===== config.mk =====
export PLATFORM = sky130hd
export DESIGN_NAME = seg7_display_scanner_flat
export DESIGN_NICKNAME = d
export VERILOG_FILES = /design/src/rtl/seg7_display_scanner_if.sv /design/src/rtl/seg7_display_scanner.sv /design/src/flat_wrapper.sv
export SDC_FILE = /design/constraint.sdc
export NUM_CORES = 1
export LEC_CHECK = 0
export BUFFER_PORTS_ARGS = -buffer_cell sky130_fd_sc_hd__buf_4
export CAP_MARGIN = 40
export CORE_MARGIN = 2
export CORE_UTILIZATION = 45
export DETAILED_ROUTE_END_ITERATION = 16
export PLACE_DENSITY = 0.69
export SKIP_CTS_REPAIR_TIMING = 1
export SYNTH_ARGS = -nofsm -noshare
export SYNTH_HDL_FRONTEND = slang
export SYNTH_SLANG_ARGS = --single-unit

===== constraint.sdc =====
create_clock -name clk -period 3.9 [get_ports clk]
set_clock_uncertainty 0.05 [all_clocks]
set_input_delay 0.39 -clock clk [delete_from_list [all_inputs] [get_ports clk]]
set_output_delay 0.39 -clock clk [all_outputs]
set_load 0.01 [all_outputs]

===== src/rtl/seg7_display_scanner_if.sv =====
// Display-side bus between the calculator top and the seven-segment scanner.
// master drives the number to show; slave is the scanner producing the pins.
interface seg7_display_scanner_if;
  logic [15:0] value;
  logic        dec_mode;
  logic [7:0]  anodes;
  logic [6:0]  segments;
  logic        dp;
  logic        conv_busy;

  modport master (output value, dec_mode, input anodes, segments, dp, conv_busy);
  modport slave  (input value, dec_mode, output anodes, segments, dp, conv_busy);
endinterface


===== src/rtl/seg7_display_scanner.sv =====
// Latches a 16-bit value, renders it as hex or decimal (sequential double-dabble)
// and scans digit positions 0..5. Optional SEG7_SIGNED_DISPLAY_EN shows signed decimal.
module seg7_display_scanner #(
  parameter int REFRESH_DIV = 100000
) (
  input  logic                    clk,
  input  logic                    reset,
  seg7_display_scanner_if.slave   bus
);
  localparam int CW = (REFRESH_DIV > 2) ? $clog2(REFRESH_DIV) : 1;
  localparam logic [4:0] D_BLANK = 5'd16;
  localparam logic [4:0] D_MINUS = 5'd17;

  typedef enum logic [1:0] {IDLE, HEXLOAD, CONV, DONE} state_t;

  state_t          state_q, state_d;
  logic [15:0]     last_value_q, last_value_d;
  logic            last_mode_q, last_mode_d;
  logic [19:0]     bcd_q, bcd_d;
  logic [15:0]     sh_q, sh_d;
  logic [3:0]      iter_q, iter_d;
  logic [5:0][4:0] dbuf_q, dbuf_d;
  logic [CW-1:0]   cnt_q;
  logic [2:0]      idx_q;
  logic [7:0]      anodes_q;
  logic [6:0]      seg_q;
  logic [4:0]      sign_digit;

  function automatic logic [19:0] add3(input logic [19:0] b);
    logic [19:0] r;
    for (int i = 0; i < 5; i++)
      r[4*i +: 4] = (b[4*i +: 4] >= 4'd5) ? b[4*i +: 4] + 4'd3 : b[4*i +: 4];
    return r;
  endfunction

  function automatic logic [6:0] seg7(input logic [4:0] d);
    case (d)
      5'd0:  return 7'b1000000;
      5'd1:  return 7'b1111001;
      5'd2:  return 7'b0100100;
      5'd3:  return 7'b0110000;
      5'd4:  return 7'b0011001;
      5'd5:  return 7'b0010010;
      5'd6:  return 7'b0000010;
      5'd7:  return 7'b1111000;
      5'd8:  return 7'b0000000;
      5'd9:  return 7'b0010000;
      5'd10: return 7'b0001000;
      5'd11: return 7'b0000011;
      5'd12: return 7'b1000110;
      5'd13: return 7'b0100001;
      5'd14: return 7'b0000110;
      5'd15: return 7'b0001110;
      D_MINUS: return 7'b0111111;
      default: return 7'b1111111;
    endcase
  endfunction

`ifdef SEG7_SIGNED_DISPLAY_EN
  logic        neg_q, neg_d;
  logic [15:0] mag;
  // 16 bits suffice: the only input whose negation needs bit 16 is zero, which is never negated
  assign mag        = ~bus.value + 16'd1;
  assign sign_digit = neg_q ? D_MINUS : D_BLANK;

  always_ff @(posedge clk or posedge reset)
    if (reset) neg_q <= 1'b0;
    else       neg_q <= neg_d;
`else
  assign sign_digit = D_BLANK;
`endif

  always_comb begin
    state_d      = state_q;
    last_value_d = last_value_q;
    last_mode_d  = last_mode_q;
    bcd_d        = bcd_q;
    sh_d         = sh_q;
    iter_d       = iter_q;
    dbuf_d       = dbuf_q;
`ifdef SEG7_SIGNED_DISPLAY_EN
    neg_d        = neg_q;
`endif
    case (state_q)
      IDLE: if (bus.value != last_value_q || bus.dec_mode != last_mode_q) begin
        last_value_d = bus.value;
        last_mode_d  = bus.dec_mode;
        bcd_d        = '0;
        iter_d       = '0;
`ifdef SEG7_SIGNED_DISPLAY_EN
        neg_d        = bus.dec_mode & bus.value[15];
        sh_d         = neg_d ? mag : bus.value;
`else
        sh_d         = bus.value;
`endif
        state_d      = bus.dec_mode ? CONV : HEXLOAD;
      end
      HEXLOAD: begin
        for (int i = 0; i < 4; i++) dbuf_d[i] = {1'b0, last_value_q[4*i +: 4]};
        dbuf_d[4] = D_BLANK;
        dbuf_d[5] = D_BLANK;
        state_d   = IDLE;
      end
      CONV: begin
        {bcd_d, sh_d} = {add3(bcd_q), sh_q} << 1;
        iter_d        = iter_q + 4'd1;
        if (iter_q == 4'd15) state_d = DONE;
      end
      DONE: begin
        for (int i = 0; i < 5; i++) dbuf_d[i] = {1'b0, bcd_q[4*i +: 4]};
        dbuf_d[5] = sign_digit;
        state_d   = IDLE;
      end
      default: state_d = IDLE;
    endcase
  end

  always_ff @(posedge clk or posedge reset)
    if (reset) begin
      state_q      <= IDLE;
      last_value_q <= '0;
      last_mode_q  <= 1'b0;
      bcd_q        <= '0;
      sh_q         <= '0;
      iter_q       <= '0;
      dbuf_q       <= {D_BLANK, 25'd0};
    end else begin
      state_q      <= state_d;
      last_value_q <= last_value_d;
      last_mode_q  <= last_mode_d;
      bcd_q        <= bcd_d;
      sh_q         <= sh_d;
      iter_q       <= iter_d;
      dbuf_q       <= dbuf_d;
    end

  // Pins are registered from the index, so they lag an index change by one clock
  always_ff @(posedge clk or posedge reset)
    if (reset) begin
      cnt_q    <= '0;
      idx_q    <= '0;
      anodes_q <= 8'hFF;
      seg_q    <= 7'h7F;
    end else begin
      if (cnt_q == CW'(REFRESH_DIV - 1)) begin
        cnt_q <= '0;
        idx_q <= (idx_q == 3'd5) ? 3'd0 : idx_q + 3'd1;
      end else begin
        cnt_q <= cnt_q + CW'(1);
      end
      anodes_q <= ~(8'd1 << idx_q);
      seg_q    <= seg7(dbuf_q[idx_q]);
    end

  assign bus.anodes    = anodes_q;
  assign bus.segments  = seg_q;
  assign bus.dp        = 1'b1;
  assign bus.conv_busy = (state_q == CONV);
endmodule

===== src/flat_wrapper.sv =====
// flat-port wrapper written by rule: the top's interface ports become plain ports
module seg7_display_scanner_flat 
#(
  parameter int REFRESH_DIV = 100000
)
  (clk, reset, bus_value, bus_dec_mode, bus_anodes, bus_segments, bus_dp, bus_conv_busy);
  seg7_display_scanner_if bus_i ();
  input  logic clk;
  input  logic reset;
  input wire logic [$bits(bus_i.value)-1:0] bus_value;
  input wire logic [$bits(bus_i.dec_mode)-1:0] bus_dec_mode;
  output wire logic [$bits(bus_i.anodes)-1:0] bus_anodes;
  output wire logic [$bits(bus_i.segments)-1:0] bus_segments;
  output wire logic [$bits(bus_i.dp)-1:0] bus_dp;
  output wire logic [$bits(bus_i.conv_busy)-1:0] bus_conv_busy;
  assign bus_i.value = bus_value;
  assign bus_i.dec_mode = bus_dec_mode;
  assign bus_anodes = bus_i.anodes;
  assign bus_segments = bus_i.segments;
  assign bus_dp = bus_i.dp;
  assign bus_conv_busy = bus_i.conv_busy;
  seg7_display_scanner #(.REFRESH_DIV(REFRESH_DIV)) u_core (.clk(clk), .reset(reset), .bus(bus_i));
endmodule

# Word-level counts from Yosys, hierarchy flattened
# Memories as Yosys holds them, arrays and structs flattened. A register that Yosys moved wholly into a read port is not among the register bits.
# Cells that the tools add are included.
[op_classes]
n_addsub = 8
multipliers = 0
div = 0
n_lt_le_gt_ge = 6
n_eq_ne = 10
n_shift = 1
mux = 20
bitwise_logic = 1
reduce_logical = 8
[ops]
columns = ["cell", "n"]
rows = [
  ["one-hot mux 30 bit (2 select lines)", 1],
  ["one-hot mux 20 bit (2 select lines)", 1],
  ["one-hot mux 16 bit (2 select lines)", 1],
  ["greater-or-equal comparator 4 x 3 -> 1 bit, second input constant", 5],
  ["2-to-1 mux 20 bit", 1],
  ["2-to-1 mux 4 bit", 5],
  ["adder 17 x 1 -> 17 bit, second input constant", 1],
  ["equality test 17 bit, second input constant", 1],
  ["2-to-1 mux 17 bit", 1],
  ["adder 4 x 2 -> 4 bit, second input constant", 4],
  ["2-to-1 mux 16 bit", 1],
  ["inequality test 16 bit", 1],
  ["binary-select mux 5 bit (select 3 bit)", 1],
  ["inverter 8 bit", 1],
  ["one-hot mux 4 bit (2 select lines)", 1],
  ["left shift 1 x 3 -> 8 bit, first input constant", 1],
  ["2-to-1 mux 2 bit", 3],
  ["2-to-1 mux 3 bit", 2],
  ["one-hot mux 2 bit (3 select lines)", 1],
  ["AND reduction 2 bit", 3],
  ["2-to-1 mux 5 bit", 1],
  ["adder 4 x 1 -> 4 bit, second input constant", 1],
  ["equality test 2 bit, second input constant", 2],
  ["equality test 4 bit, second input constant", 1],
  ["other kinds (11)", 13],
]
[totals]
ff_bits = 117
latch_bits = 0
mem_bits_rw = 0
romBits = 224
word_cells = 70
n_memories = 1
[memory_table]
columns = ["memory", "depth", "width", "rd", "rd_ports_with_merged_regs", "write_ports", "line_no", "text"]
rows = [
  ["(name not given)", 32, 7, 1, 1, 0, "seg7_display_scanner.sv:37", "case (d)"],
]

# Longest topological paths before layout
[logic_depth]
ltp_word = 4
ltp_mapped = 10
mapped_depth_nobuf = 9

# Worst setup path after synthesis
# No wires, ideal clock.
[synth_path]
path_kind = "register to register"
from = "register u_core.idx_q[1]"
to = "register u_core.seg_q[3] (netlist: u_core.bus.segments[3])"
setup_ns = 0.100
arrival_time_ns = 1.945
required_ns = 3.750
setup_slack_ns = 1.805
path_stages_with_launch = 11
synth_period_minus_slack_ns = 2.095
cell_sequence = "dfrtp_1 > buf_2 > buf_4 > mux2_2 > nand3_1 > o21ai_1 > inv_1 > ha_1 > nor2_1 > a2111oi_0 > a31oi_1"
[synth_between]
elab_chain_len = 2
[synth_rtl]
columns = ["element", "line_no", "text"]
rows = [
  ["start: declaration", "seg7_display_scanner.sv:24", "logic [2:0] idx_q;"],
  ["start signal: assignment", "seg7_display_scanner.sv:147", "idx_q <= (idx_q == 3'd5) ? 3'd0 : idx_q + 3'd1;"],
  ["binary-select mux 5 bit (select 3 bit)", "seg7_display_scanner.sv:152", "seg_q <= seg7(dbuf_q[idx_q]);"],
  ["2-to-1 mux 5 bit (implied by the code)", "seg7_display_scanner.sv:152", ""],
  ["end: declaration", "seg7_display_scanner.sv:26", "logic [6:0] seg_q;"],
]
# Every way passes these cells. The select of a mux whose other input is x is not followed.
# A chain may end at the register's enable or synchronous reset.

# Worst setup path in the final report
# Ends and elaborated chain as after synthesis.

==> impl_metrics.py <==
metrics = {
    "global_route": {
        "top_usage_layer": "met2",
        "grt_pass1_vias": 4101,
        "grt_max_degree": 48,
        "track_usage_pct": 19.3,
        "grt-ovfl-total": 0,
        "gr-usage-met3_pct": 4.34,
        "use_met1_pct": 24.8,
        "grt_pass1_wl_mm": 20.1,
        "antenna_found_initial": 0,
        "met2_usage_pct": 31.5,
    },
    "cells_and_area": {
        "post-route-util_pct": 55.0,
        "nets": 618,
        "area_growth_pct": 18.1,
        "final_cells": 761,
        "n_antenna_cell": 0,
        "finalInstanceArea_mm2": 0.00667,
        "layout-drive-gt1-share_pct": 18.7,
    },
    "drt": {
        "drt-pass1-iter-count": 4,
        "drc": 0,
        "routedWlPerCell_um": 15.5,
        "routed_wl_mm": 11.8,
        "drt_iter0_drc": 388,
        "final_antenna_net_count": 0,
        "num_vias": 4026,
        "vias_per_cell": 5.29,
    },
    "yosys": {
        "avgSynthCellArea_um2": 10.4,
        "synthAdderAreaFrac_pct": 4.21,
        "ys_ff_latch": 115,
        "syn-cell-area_mm2": 0.00564,
        "synth_top_area_share_pct": 44.3,
        "synth_edf_count": 0,
        "netlist_top_cells_count": "dfrtp_1 (100), a21oi_1 (45), nor2_1 (44)",
        "yosysSeqAreaShare_pct": 51.3,
        "ys.warnings.count": 0,
        "synthCells": 545,
        "synthMuxAreaShare_pct": 8.78,
        "post-synth-top-area-cell": "dfrtp_1",
        "synth_top_family_by_area": "compound AO/OA/AOI/OAI gates",
        "synth-xor-area-share_pct": 6.52,
        "synthTopCellsByArea": "dfrtp_1 (44%), dfstp_2 (7.0%), mux2i_1 (4.8%), xor2_1 (4.3%), ha_1 (4.2%)",
        "synth-simple-area-share_pct": 11.8,
        "ys_dominant_reg_cell": "dfrtp_1",
        "synth.distinct_cells": 50,
        "synth-compound-area-share_pct": 12.3,
        "async_flop_share_pct": 100,
        "synth.most_common_cell": "dfrtp_1",
        "synthesis.nets": 583,
    },
    "pwr": {
        "power_density_mw_per_mm2": 819,
        "p_total_mw": 5.46,
        "cell_internal_pwr_mw": 3.57,
        "seqPwrFrac_pct": 37.2,
        "vdd_drop_max_mv": 0.424,
        "p_switching_mw": 1.88,
        "cellLeakagePower_nw": 3.07,
        "swShare_pct": 34.5,
        "comb_power_share_pct": 33.2,
        "clkPwrFrac_pct": 29.6,
    },
    "place": {
        "port_buffers": 34,
        "place_area_mm2": 0.00605,
        "detailed_place_hpwl_mm": 7.99,
        "gp_congestion": 0.828,
        "dp.cells": 729,
        "dp_slack_ps": 1310,
    },
    "setup_path": {
        "cp.arrival_ps": 2870,
        "start_kind": "flip-flop",
        "reg2reg_slack_ps": 1280,
        "cp.required_ps": 4150,
        "critPathCaptureType": "flip-flop",
        "reg2reg_to": "u_core.bus.segments[3]$_DFF_PP1_",
        "cp_max_fo": 15,
        "timing.rr.start": "u_core.idx_q[1]$_DFFE_PP0N_",
        "r2r_cells": 8,
        "path_class": "reg -> reg",
    },
    "sta": {
        "fin_ws_ps": 1280,
        "period_share_pct": 67.2,
        "hold_viol_final": 0,
        "rsz0062_at_grt": "no",
        "tns_ps": 0,
        "maxSlewHeadroom_pct": 50.0,
        "fin_hold_ws_ps": 6.42,
        "timing.fmax_ghz": 0.381,
        "period_minus_slack_ps": 2620,
        "final-setup-viol-count": 0,
        "worst_pin_slew_ps": 747,
        "slew_violations": 0,
    },
    "die": {
        "io_pins": 36,
        "fp.dieW_um": 116,
        "initial_core_util_pct": 46.6,
        "num_rows": 40,
        "dieArea_mm2": 0.0135,
        "coreArea_mm2": 0.0121,
        "die_y_um": 116,
    },
    "clock_tree": {
        "htreeDepth": 4,
        "clockBufferDepth": 2,
        "clk_latency_ps": 410,
        "cts_made_buffers": 17,
        "cts_tree": "yes",
        "clkSlewWorstSetupHoldPaths_ps": 50,
        "root_buffer": "clkbuf_16",
        "cts_sinks": 115,
    },
    "outcome": {
        "status": "completed",
    },
    "flow_run": {
        "drv_cap": 0,
    },
    "worst_hold_path": {
        "hold_class": "in -> async",
    },
}
[registers in the layout, summed over array words and instances (netlist names), 2 cells and up]
name                 cells
u_core.last_value_q     16
u_core.state_q           2
u_core.idx_q             3
u_core.iter_q            4
u_core.sh_q             16
u_core.dbuf_q           21
u_core.bus.segments      7
u_core.cnt_q            17
u_core.bcd_q            20
u_core.bus.anodes        8
[per-layer routing]
layer / routed length [um] / part of all wire, %
met1: 5350 / 45
met2: 5730 / 49
met3: 518 / 4.4
met4: 185 / 1.6
met5: 0 / 0
[layout make-up]
class / count / area, um2
Fill cell: 1064 / 5450
Sequential cell: 115 / 2900
Multi-Input combinational cell: 368 / 2470
Clock buffer: 21 / 460
Timing Repair Buffer: 40 / 320
Tap cell: 168 / 210
Clock inverter: 11 / 158
Inverter: 38 / 145
[power by group through the flow]
stage	Clock, mW	Sequential [mW]	Combinational, mW
after floorplan	0	1.92	1.40
after global routing	1.70	2.09	2.03
after global placement	0	2.05	1.67
final	1.62	2.03	1.81
after detailed placement	0	2.04	1.79
after CTS	1.64	2.03	1.82
[critical path: stages, from the launching register on]
cell	delay (ps)
dfrtp_1	650
nor2b_1	270
a21oi_1	100
o21ai_1	370
inv_1	150
ha_1	320
nor2_1	50
a2111oi_0	450
a31oi_1	90
[cells in the final DEF, fill, tap and decap left out, types with 4 or more instances in the layout]
master,Yosys,routed
dfrtp_1,100,100
a21oi_1,45,45
nor2_1,44,44
nand2_1,41,41
buf_4,6,39
inv_1,37,36
xor2_1,28,28
mux2i_1,27,27
o21ai_0,26,26
mux2_2,20,20
ha_1,19,19
clkbuf_16,0,17
o22ai_1,16,16
nand3_1,15,15
dfstp_2,15,15
xnor2_1,14,14
nor3_1,11,11
nand2b_1,8,8
clkinv_2,0,6
nor4_1,5,5
o21ai_1,5,5
nand4_1,5,5
o2bb2ai_1,4,4
bufinv_16,0,4
[cells by family (layout without fill, tap and decap cells)]
kind of cell,count (synthesis),in the layout
xor+xnor,42,42
flops,115,115
compound gates,116,116
other cells,1,1
mux,47,47
fa+ha+maj,19,19
buf+inv,62,110
simple gates,143,143
[how the worst max path moves through the flow]
| stage | from | endpoint | slack, ps | depth (start not counted) |
|---|---|---|---|---|
| after floorplan | reset | u_core.bcd_q[0]$_DFFE_PP0P_ | 440 | 1 |
| after global placement | bus_value[11] | u_core.bcd_q[15]$_DFFE_PP0P_ | 1350 | 8 |
| after detailed placement | bus_value[11] | u_core.bcd_q[11]$_DFFE_PP0P_ | 1310 | 8 |
| after CTS | u_core.idx_q[1]$_DFFE_PP0N_ | u_core.bus.segments[3]$_DFF_PP1_ | 1310 | 8 |
| after global routing | u_core.idx_q[1]$_DFFE_PP0N_ | u_core.bus.segments[3]$_DFF_PP1_ | 1010 | 8 |
| final | u_core.idx_q[1]$_DFFE_PP0N_ | u_core.bus.segments[3]$_DFF_PP1_ | 1280 | 8 |
Power figures use the tool's default switching activity.
